[src/rtl/palette_commit_scheduler.sv]
// 16-entry 12-bit palette with a small write-request FIFO; queued writes are
// committed to the palette only during vertical blanking, one entry per cycle.
module palette_commit_scheduler #(
    parameter int FIFO_DEPTH = 4,
    parameter int V_ACTIVE   = 480,
    parameter int IDX_W      = 4
) (
    input  logic             Clk,
    input  logic             Reset,
    input  logic [9:0]       DrawX,
    input  logic [9:0]       DrawY,
    input  logic [IDX_W-1:0] rd_index,
    input  logic             wr_valid,
    output logic             wr_ready,
    input  logic [IDX_W-1:0] wr_index,
    input  logic [11:0]      wr_color,
    output logic [3:0]       Red,
    output logic [3:0]       Green,
    output logic [3:0]       Blue,
    output logic             commit_pending,
    output logic             commit_done
);

    localparam int PW        = $clog2(FIFO_DEPTH);
    localparam int PAL_DEPTH = 2 ** IDX_W;
    localparam logic [PW:0] FULL_CNT  = (PW + 1)'(FIFO_DEPTH);
    localparam logic [PW:0] ONE_CNT   = (PW + 1)'(1);
    localparam logic [9:0]  VBLANK_Y  = 10'(V_ACTIVE);

    localparam logic [1:0] ACTIVE    = 2'd0;
    localparam logic [1:0] COMMIT    = 2'd1;
    localparam logic [1:0] DONE_WAIT = 2'd2;

    logic [1:0]       state, state_n;
    logic [IDX_W-1:0] fifo_idx [FIFO_DEPTH];
    logic [11:0]      fifo_col [FIFO_DEPTH];
    logic [PW-1:0]    wptr, rptr;
    logic [PW:0]      count;
    logic [11:0]      pal [PAL_DEPTH];
    logic             vblank, full, push, pop, done_n;
    logic             unused_drawx;

    assign unused_drawx   = ^DrawX;
    assign vblank         = (DrawY >= VBLANK_Y);
    assign full           = (count == FULL_CNT);
    assign wr_ready       = !full;
    assign push           = wr_valid && !full;
    assign commit_pending = (count != '0);

    // COMMIT is only ever entered/held with a non-empty FIFO, so a pop there needs no count test.
    always_comb begin
        state_n = state;
        pop     = 1'b0;
        done_n  = 1'b0;
        case (state)
            ACTIVE: begin
                if (vblank) state_n = commit_pending ? COMMIT : DONE_WAIT;
            end
            COMMIT: begin
                if (!vblank) begin
                    state_n = ACTIVE;
                    done_n  = 1'b1;
                end else begin
                    pop = 1'b1;
                    if (count == ONE_CNT && !push) begin
                        state_n = DONE_WAIT;
                        done_n  = 1'b1;
                    end
                end
            end
            DONE_WAIT: begin
                if (!vblank) state_n = ACTIVE;
            end
            default: state_n = ACTIVE;
        endcase
    end

    always_ff @(posedge Clk) begin
        if (push) begin
            fifo_idx[wptr] <= wr_index;
            fifo_col[wptr] <= wr_color;
        end
    end

    always_ff @(posedge Clk) begin
        if (Reset) begin
            state       <= ACTIVE;
            wptr        <= '0;
            rptr        <= '0;
            count       <= '0;
            commit_done <= 1'b0;
            Red         <= '0;
            Green       <= '0;
            Blue        <= '0;
            for (int unsigned i = 0; i < PAL_DEPTH; i++)
                pal[IDX_W'(i)] <= {3{4'(i)}};
        end else begin
            state       <= state_n;
            commit_done <= done_n;
            if (push) wptr <= wptr + 1'b1;
            if (pop) begin
                rptr                <= rptr + 1'b1;
                pal[fifo_idx[rptr]] <= fifo_col[rptr];
            end
            case ({push, pop})
                2'b10:   count <= count + 1'b1;
                2'b01:   count <= count - 1'b1;
                default: count <= count;
            endcase
            // Nonblocking read of pal gives read-before-write on a same-cycle commit.
            Red   <= pal[rd_index][11:8];
            Green <= pal[rd_index][7:4];
            Blue  <= pal[rd_index][3:0];
        end
    end

endmodule

[config.mk]
export PLATFORM = sky130hd
export DESIGN_NAME = palette_commit_scheduler
export DESIGN_NICKNAME = d
export VERILOG_FILES = /design/src/rtl/palette_commit_scheduler.sv
export SDC_FILE = /design/constraint.sdc
export NUM_CORES = 1
export LEC_CHECK = 0
export ABC_CLOCK_PERIOD_IN_PS = 3000
export BUFFER_PORTS_ARGS = -buffer_cell sky130_fd_sc_hd__buf_2
export CORE_MARGIN = 2
export CORE_UTILIZATION = 40
export DETAILED_ROUTE_END_ITERATION = 7
export PLACE_DENSITY = 0.55
export SETUP_SLACK_MARGIN = 0.5
export SLEW_MARGIN = 20
export SYNTH_ARGS = -nofsm -noshare
export SYNTH_HDL_FRONTEND = slang
export SYNTH_SLANG_ARGS = --single-unit
[constraint.sdc]
create_clock -name Clk -period 3 [get_ports Clk]
set_input_delay 0.6 -clock Clk [delete_from_list [all_inputs] [get_ports Clk]]
set_output_delay 0.6 -clock Clk [all_outputs]
set_load 0.01 [all_outputs]
# After elaboration in Yosys (flattened, before gate mapping)
# Memory sizes are Yosys's and may differ from the RTL's. A register that Yosys moved wholly into a read port is not among the register bits.
# Index checks and enable logic that the tools add are counted.
# W data, S select, Z words.
# totals
ff_bits,10
ram_bits,256
in_bits,43
memories,3
# op_classes
add_sub_neg,4
magnitude_cmp,1
n_eq_ne,9
n_mux,25
bitwise,1
n_reduce_logical,10
# memory_table
name,depth,word_bits,read_ports,rd_ports_with_merged_regs,write_ports,line_no,text
pal,16,12,1,1,16,39,logic [11:0] pal [PAL_DEPTH];
fifo_col,4,12,1,1,1,36,logic [11:0] fifo_col [FIFO_DEPTH];
fifo_idx,4,4,1,1,1,35,logic [IDX_W-1:0] fifo_idx [FIFO_DEPTH];
# ops
op,count
$mux W2,9
$mux W1,12
$mux W12,1
$reduce_or A12 Y1,1
$ge A10 B9 Y1 const B,1
$pmux W2 S3,1
$pmux W3 S2,1
$add A2 B1 Y2 const B,2
$eq A2 B1 Y1 const B,2
$eq A2 B2 Y1 const B,2
$mux W4,1
$ne A2 B2 Y1 const B,2
$add A3 B1 Y3 const B,1
$eq A3 B1 Y1 const B,1
$eq A3 B3 Y1 const B,1
$ne A3 B3 Y1 const B,1
$reduce_and A3 Y1,1
$reduce_bool A3 Y1,1
$sub A3 B1 Y3 const B,1
$logic_and A1 B1 Y1,2
$logic_not A1 Y1,2
$logic_not A2 Y1,1
$reduce_bool A2 Y1,1
$reduce_or A2 Y1,1
$not A1 Y1,1

# Longest topological paths before layout
# Gate-level depths: netlist of the first run.
# logic_depth
ltp_word,8
depth_mapped,8
depth_no_buf,8

# Worst setup path after synthesis of the first run
# OpenSTA, ideal clock, no wires.
# synth_path
kind,input -> register
from,input port Reset
to,memory pal[10][0] (enable)
setup_time_ns,0.359
arrival_ns,2.070
path_slack_ns,0.571
stages,5
cell_sequence,or3b_1 -> buf_2 -> nor4b_2 -> nand2_1 -> nand2b_1
# synth_lines
item,line_no,text
from (decl),9,"input logic Reset,"
to (decl),39,

==> summary.txt, run 1 <==
Status
  – Run status: complete, no violations

Power and ir drop
  – Net Switching: approximately 2 mW
  – Fraction of power consumed by combinational cells: 0.091
  – Overall power of the completed layout: between 8 and 9 mW
  – Leak pwr: ~4.4 nW
  – Worst vdd rail ir drop: around 0.46 mV
  – Clock share of power: 0.402
  – Net Sw Frac: 0.230
  – Internal power: 6.72 mW
  – Power per unit of standard cell area: around 630 mW/mm^2
  – Sequential share of power: 0.506

Layout
  – Fill cell instance count of the final layout: between 2000 and 3000
  – Final-stage net count: ~950
  – Layout Cell Area excl Fill: around 0.014 mm^2
  – Util after Layout: 0.479
  – Proportion of layout cells with a drive suffix above 1: 0.245
  – Non-filler instance count after layout: between 1000 and 1500
  – Area growth syn-to-layout: 17.6%
  – Number of antenna diodes: 0

Min path
  – Type of the worst min-delay path: in2reg
  – Hold Path Sink: fifo_col[1][10]
  – Hold-critical path depth: 1
  – Start point of the worst hold path: wr_color[10]

STA
  – Number of setup violations in the final report: 0
  – Transition time at the pin with the least slew margin: 651 ps
  – Count of final max-slew check failures: 0
  – Max-slew headroom: 0.560
  – Worst-case clock skew: 19.9 ps
  – Post-route minimum period: 2360 ps
  – FMAX: between 0.4 and 0.5 GHz
  – Setup repair after global routing missed its margin: no
  – Final hold violation count: 0
  – Setup TNS: 0 ps
  – Final period utilization: 0.788

CTS
  – Total number of clock tree sinks: 280
  – Buffer levels on the longest clock path: 3
  – Clock-pin slew of the registers on the worst-case setup and hold paths: roughly 60 ps
  – Number of clock buffers inserted by TritonCTS: 30
  – Clock tree from TritonCTS: done
  – Cell at the root of the clock tree: sky130_fd_sc_hd__clkbuf_16
  – Post-CTS Hold Buffers: 0
  – Clk Latency, worst-skew pair: 550 ps
  – H-tree Lvls: 1

Yosys
  – Net Count, Synth: ~850
  – Yosys top cell by area: sky130_fd_sc_hd__edfxtp_1
  – Yosys warnings: 0
  – Register area share after synthesis: 0.695
  – Post-synth top cells: sky130_fd_sc_hd__edfxtp_1 (256), sky130_fd_sc_hd__nand2_1 (136), sky130_fd_sc_hd__nor2_1 (132), sky130_fd_sc_hd__mux4_2 (51), sky130_fd_sc_hd__mux2i_1 (31)
  – Most frequently used cell type in the post-synthesis netlist: sky130_fd_sc_hd__edfxtp_1
  – Async S/R FF share, synth: 0
  – Number of register bits inferred by synthesis: 280
  – Netlist Area Pre-Place: 0.0118 mm^2
  – Number of instances in the synthesized netlist: around 800
  – Synth Area per Inst: 14.8 um^2
  – Count of flip-flops with a built-in enable after synthesis: between 200 and 300
  – Area share of the leading cell type in the synthesized netlist: 0.654
  – Number of distinct library cells after synthesis: 48
  – Area contributors post-synth: sky130_fd_sc_hd__edfxtp_1 (65%), sky130_fd_sc_hd__mux4_2 (9.8%), sky130_fd_sc_hd__nand2_1 (4.3%), sky130_fd_sc_hd__nor2_1 (4.2%), sky130_fd_sc_hd__dfxtp_1 (4.1%)
  – Ys flop type: sky130_fd_sc_hd__edfxtp_1

GRT
  – GR Util All Layers: 0.189
  – Global-route track usage on met1: 0.265
  – Initial antenna violation count: 0
  – First-pass GRT wire length: between 40 and 50 mm
  – Number of global-route vias before repair: 6966
  – Global-route layer with the greatest usage: met2
  – Maximum number of pins on one net before global-route repair: 31
  – Global-route track usage on met2: 0.312
  – Total global routing overflow: 0
  – Global-route track usage on met3: 0.0273

Setup path
  – Cells on worst reg2reg path: 7
  – Data arrival time of the critical path: about 2600 ps
  – Largest fanout on the critical path: 7
  – Critical Path Most Common Cell: sky130_fd_sc_hd__buf_4
  – Terminus of the critical flop-to-flop path: pal[2][8]
  – Count of buffering cells on the critical path with inverters included: 3
  – Critical Setup Path Class: reg2reg
  – Sort of element at the end of the critical path: flop
  – Family of cells with the greatest summed delay on the critical path: multiplexers
  – Cell breakdown of the critical path: mux4_2, buf_4, nor4_4, buf_4, nand2_2, nand2b_1, buf_4
  – Slowest cell on crit path: sky130_fd_sc_hd__mux4_2
  – Required time of the critical path: ~3200 ps
  – Setup slack on the worst flop-to-flop path: 640 ps
  – Worst stage delay on the critical path: ~600 ps
  – Worst setup SP type: flop

Detailed routing
  – Detailed-route DRC error count: 0
  – Routed WL per cell: roughly 22 um
  – DRT iter0 DRCs: 577
  – Total wire length after detailed routing: ~29 mm
  – Vias post-DR: about 6900
  – Antenna-violating nets left: 0
  – Via-to-Cell Ratio: 5.24
  – First drt pass iteration count: 5

Placed design
  – Standard cell area after detailed placement: between 0.01 and 0.015 mm^2
  – Placer Congestion: about 0.80
  – Count of buffers from port buffering: 42
  – Instance count after placement with tap cells included: 1248
  – Total half-perimeter wirelength after legalization and detailed placement: around 20 mm

Die
  – Die Wd: 175 um
  – Row cnt: 62
  – Starting utilization of the core area: 0.407
  – Height of the die: around 180 um
  – Total I/O pin count: 58
  – Area of the core: between 0.02 and 0.03 mm^2
  – Die Footprint: 0.0308 mm^2

Flow run
  – Max Cap Violations: 0
==> worst max path at each step <==
stage / depth (start not counted) / end / startpoint / slack (ps)
floorplan: 5 / pal[10][0] / Reset / 570
global placement: 7 / pal[11][11] / Reset / 340
detailed placement: 7 / pal[11][11] / Reset / 280
CTS: 5 / pal[2][8] / flop / 510
global route: 6 / pal[11][9] / state[0] / 500
finish: 7 / pal[2][8] / flop / 640
==> repair_timing <==
item / 4_1_cts / 5_1_grt
gates resized for setup: 2 / 4
pin swaps: 0 / 1
setup buffers: 0 / 5
endpoints found under the setup margin: 130 / 129
==> metrics by stage <==
| step | hold slack (ps) | worst slack [ps] |
|---|---|---|
| after floorplan | 490 | 571 |
| after global placement | 513 | 343 |
| after detailed placement | 525 | 282 |
| after CTS | 257 | 511 |
| after global routing | 256 | 502 |
| final | 279 | 636 |
==> power by group through the flow <==
stage | logic, mW | clock network (mW) | registers, mW
3_5_place_dp | 0.801 | 0 | 4.50
6_report | 0.798 | 3.51 | 4.42
4_1_cts | 0.804 | 3.58 | 4.42
2_1_floorplan | 0.441 | 0 | 4.50
3_3_place_gp | 0.797 | 0 | 4.50
5_1_grt | 0.863 | 3.72 | 4.43
==> sequential cells by signal (all words and copies together) (netlist names), 2 cells and up, named ones only <==
register and count:
rptr 2, pal 192, fifo_col 48, Green 4
Blue 4, wptr 2, count 3, Red 4
fifo_idx 16, state 2
==> per-layer routing <==
metal	wire length, um	part of all wire
met2	13900	0.49
met4	557	0.020
met5	0	0
met3	1410	0.049
met1	12700	0.44
==> layout make-up <==
| type | instances | area [um^2] | share of cell area |
|---|---|---|---|
| Multi-Input combinational cell | 469 | 3410 | 0.247 |
| Clock buffer | 48 | 911 | 0.0659 |
| Sequential cell | 280 | 8170 | 0.591 |
| Tap cell | 384 | 480 | 0.0348 |
| Timing Repair Buffer | 114 | 795 | 0.0575 |
| Clock inverter | 7 | 33.8 | 0.00244 |
| Inverter | 6 | 22.5 | 0.00163 |
==> cells by family (layout without fill, tap and decap cells) <==
kind of cell,after synthesis,after routing,share of synthesized area
and+or+nand+nor,329,329,0.122
DFF,280,280,0.695
muxes,88,88,0.130
buffers and inverters,47,175,0.0168
AOI/OAI and AO/OA,38,38,0.0229
adders and majority gates,9,9,0.00958
xor gates and xnor gates,5,5,0.00373
==> layout by cell type (no fill, tap or decap), types with 4 or more instances in the layout <==
master,instances
sky130_fd_sc_hd__nand3_1,4
sky130_fd_sc_hd__o21ai_1,6
sky130_fd_sc_hd__o211ai_1,4
sky130_fd_sc_hd__nand2b_1,15
sky130_fd_sc_hd__a32oi_1,4
sky130_fd_sc_hd__o22ai_1,5
sky130_fd_sc_hd__buf_2,41
sky130_fd_sc_hd__buf_4,69
sky130_fd_sc_hd__ha_1,9
sky130_fd_sc_hd__inv_1,6
sky130_fd_sc_hd__dfxtp_1,23
sky130_fd_sc_hd__and2_1,6
sky130_fd_sc_hd__edfxtp_1,256
sky130_fd_sc_hd__clkbuf_1,11
sky130_fd_sc_hd__nor2b_1,5
sky130_fd_sc_hd__or2_2,5
sky130_fd_sc_hd__clkbuf_8,5
sky130_fd_sc_hd__nand4_1,4
sky130_fd_sc_hd__nand2_1,135
sky130_fd_sc_hd__nor2_1,132
sky130_fd_sc_hd__mux4_2,51
sky130_fd_sc_hd__clkbuf_16,32
sky130_fd_sc_hd__mux2_2,6
sky130_fd_sc_hd__mux2i_1,31
Power figures use the tool's default switching activity.
==> run 2, diff against run 1 <==
--- a/config.mk
+++ b/config.mk
@@ -5,12 +5,12 @@
 export SDC_FILE = /design/constraint.sdc
 export NUM_CORES = 1
 export LEC_CHECK = 0
-export ABC_CLOCK_PERIOD_IN_PS = 3000
+export ABC_CLOCK_PERIOD_IN_PS = 1900
 export BUFFER_PORTS_ARGS = -buffer_cell sky130_fd_sc_hd__buf_2
 export CORE_MARGIN = 2
 export CORE_UTILIZATION = 40
 export DETAILED_ROUTE_END_ITERATION = 7
-export PLACE_DENSITY = 0.55
+export PLACE_DENSITY = 0.57
 export SETUP_SLACK_MARGIN = 0.5
 export SLEW_MARGIN = 20
 export SYNTH_ARGS = -nofsm -noshare
==> constraint.sdc (replaced) <==
create_clock -name Clk -period 1.9 [get_ports Clk]
set_input_delay 0.38 -clock Clk [delete_from_list [all_inputs] [get_ports Clk]]
set_output_delay 0.38 -clock Clk [all_outputs]
set_load 0.01 [all_outputs]
==> summary.txt, run 2 (synthesized netlist as in run 1, its figures left out) <==
Layout
  – Layout Cell Area excl Fill: 0.0162 mm^2 (+17%)
  – Most common cell after layout, fill and taps aside: sky130_fd_sc_hd__edfxtp_1
  – Regs by FF count: pal: 192 flops, fifo_col: 48 flops, fifo_idx: 16 flops
  – Number of antenna diodes: 0 (unchanged)
  – Biggest register: pal
  – Final-stage net count: 1064 (+12%)
  – Fill cell instance count of the final layout: 2306 (-11%)
  – Leading cell types in the layout, fill and taps excluded: sky130_fd_sc_hd__edfxtp_1 (256), sky130_fd_sc_hd__buf_4 (89), sky130_fd_sc_hd__nand2_1 (85), sky130_fd_sc_hd__nor2_1 (67), sky130_fd_sc_hd__mux4_2 (51)
  – Proportion of layout cells with a drive suffix above 1: 0.481 (+0.236)
  – Area growth syn-to-layout: 37.8%
  – Largest register FFs: 192 (unchanged)

CTS
  – Post-CTS Hold Buffers: 0 (unchanged)
  – Total number of clock tree sinks: 280 (unchanged)
  – Clk Latency, worst-skew pair: 510 ps (-40 ps)
  – Number of clock buffers inserted by TritonCTS: 34 (+13%)
  – H-tree Lvls: 2 (+1)
  – Clock tree from TritonCTS: done
  – Cell at the root of the clock tree: sky130_fd_sc_hd__clkbuf_16
  – Clock-pin slew of the registers on the worst-case setup and hold paths: 60 ps (about the same)
  – Buffer levels on the longest clock path: 3 (unchanged)

Setup path
  – Critical Setup Path Class: reg2reg
  – Largest fanout on the critical path: 6 (-1)
  – Worst stage delay on the critical path: 600 ps (about the same)
  – Terminus of the critical flop-to-flop path: pal[7][1]
  – Crit path capture: pal[7][1]
  – Cell breakdown of the critical path: mux4_2, buf_6, nor4b_4, buf_6, nand2_4, nand2b_4
  – Critical Path Most Common Cell: sky130_fd_sc_hd__buf_6
  – Sort of element at the end of the critical path: flop
  – Worst setup SP type: flop
  – Setup slack on the worst flop-to-flop path: -200 ps (-840 ps)
  – Required time of the critical path: 2100 ps (-1140 ps)
  – Slowest cell on crit path: sky130_fd_sc_hd__mux4_2
  – Data arrival time of the critical path: 2310 ps (-290 ps)
  – Cells on worst reg2reg path: 6 (-1)

Detailed routing
  – Antenna-violating nets left: 0 (unchanged)
  – Routed WL per cell: 22.7 um (+4.1%)
  – First drt pass iteration count: 5 (unchanged)
  – Via-to-Cell Ratio: 5.34 (+1.9%)
  – Detailed-route DRC error count: 0 (unchanged)
  – DRT iter0 DRCs: 681 (+18%)
  – Total wire length after detailed routing: 32.3 mm (+13%)
  – Vias post-DR: 7578 (+11%)

STA
  – Final period utilization: 1.11 (+0.320)
  – Transition time at the pin with the least slew margin: 521 ps (-130 ps)
  – Setup repair after global routing missed its margin: yes
  – Post-route minimum period: 2100 ps (-259 ps)
  – FMAX: 0.475 GHz (+12%)
  – Final hold violation count: 0 (unchanged)
  – Max-slew headroom: 0.652 (+0.0924)
  – Number of setup violations in the final report: 367 (+367)
  – Minimum setup slack in the final design: -205 ps (-841 ps)
  – Count of final max-slew check failures: 0 (unchanged)
  – Worst-case clock skew: 18.1 ps (-1.79 ps)
  – Smallest hold slack: 84.3 ps (-195 ps)

Flow run
  – Max Cap Violations: 0 (unchanged)

Power and ir drop
  – Worst vdd rail ir drop: 0.751 mV (+63%)
  – Power per unit of standard cell area: 931 mW/mm^2 (+47%)
  – Overall power of the completed layout: 15.1 mW (+73%)
  – Leak pwr: 5.51 nW (+24%)

GRT
  – GR Util All Layers: 0.209 (+0.0200)
  – First-pass GRT wire length: 46.9 mm (+9.1%)
  – Initial antenna violation count: 1 (+1)
  – Maximum number of pins on one net before global-route repair: 31 (unchanged)
  – Total global routing overflow: 0 (unchanged)
  – Number of global-route vias before repair: 7652 (+9.8%)

Min path
  – Type of the worst min-delay path: in2reg

Status
  – Failing checks: negative setup slack
  – Run status: complete, but fails checks

Placed design
  – Standard cell area after detailed placement: 0.0137 mm^2 (+6.5%)
  – Placer Congestion: 0.856 (+6.5%)
  – Total half-perimeter wirelength after legalization and detailed placement: 20.4 mm (+3.8%)
  – Worst slack at placement: -384 ps (-666 ps)
  – Count of buffers from port buffering: 42 (unchanged)

Die
  – Die Footprint: 0.0308 mm^2 (unchanged)
  – Die Wd: 175 um (unchanged)
  – Area of the core: 0.0289 mm^2 (unchanged)
  – Total I/O pin count: 58 (unchanged)
  – Starting utilization of the core area: 0.407 (unchanged)
  – Row cnt: 62 (unchanged)
  – Height of the die: 175 um (unchanged)
## run 2: changes by cell type in the layout (fill, tap and decap cells not counted), sizes merged, moves of 4 or more
cell | previous run | this run
clkinv | 6 | 10
nand2b | 16 | 28
or2 | 6 | 10
buf | 114 | 200
and2 | 6 | 10
## run 2: power breakdown
group,total (mW),leakage [nW],internal (mW),switching (mW)
Combinational,2.09,2.58,0.922,1.16
Sequential,6.98,2.43,6.91,0.0611
Clock,6.02,0.505,3.58,2.44
## run 2: layout make-up
cell class                      instances  area (um^2)  area share
Multi-Input combinational cell        490         4590       0.283
Clock buffer                           48          935      0.0577
Clock inverter                         12          106     0.00656
Inverter                                6         27.5     0.00170
Tap cell                              384          480      0.0297
Sequential cell                       280         8180       0.505
Timing Repair Buffer                  200         1890       0.116
## run 2: stage by stage
step / cells / utilization / TNS, ps
floorplan: 796 / - / -30580
global placement: 1298 / 0.473 / -76220
detailed placement: 1298 / 0.473 / -83260
CTS: 1411 / 0.544 / -49980
global route: 1420 / 0.561 / -72020
finish: 1420 / 0.561 / -48360
## run 2: how the worst min path moves through the flow
stage	endpoint	slack, ps	cells past startpoint	startpoint
after floorplan	fifo_col[0][0]	480	0	wr_color[0]
after global placement	rptr[1]	510	2	rptr[1]
after detailed placement	flop	510	2	rptr[1]
after CTS	fifo_col[3][3]	70	1	wr_color[3]
after global routing	fifo_col[1][11]	80	1	wr_color[11]
final	fifo_col[3][3]	80	1	wr_color[3]
## run 2: layer usage
metal	GRT usage	routed length (um)	vias to the layer above
li1	-	-	3435
met1	0.282	13300	3825
met2	0.351	16100	255
met3	0.0305	1900	61
met4	0.0671	945	2
met5	0	13	-
## run 2: timing repair
item	CTS	global route
pin swaps	36	21
resized for setup	146	116
setup buffers	29	9
endpoints found under the setup margin	458	466
gates cloned	24	0
## run 2: critical path: cells and delay by family (launching register included)
kind | cells | cell delay, ps
flip-flops | 1 | 390
AND/OR/NAND/NOR | 3 | 440
buffers and inverters | 2 | 370
multiplexers | 1 | 600
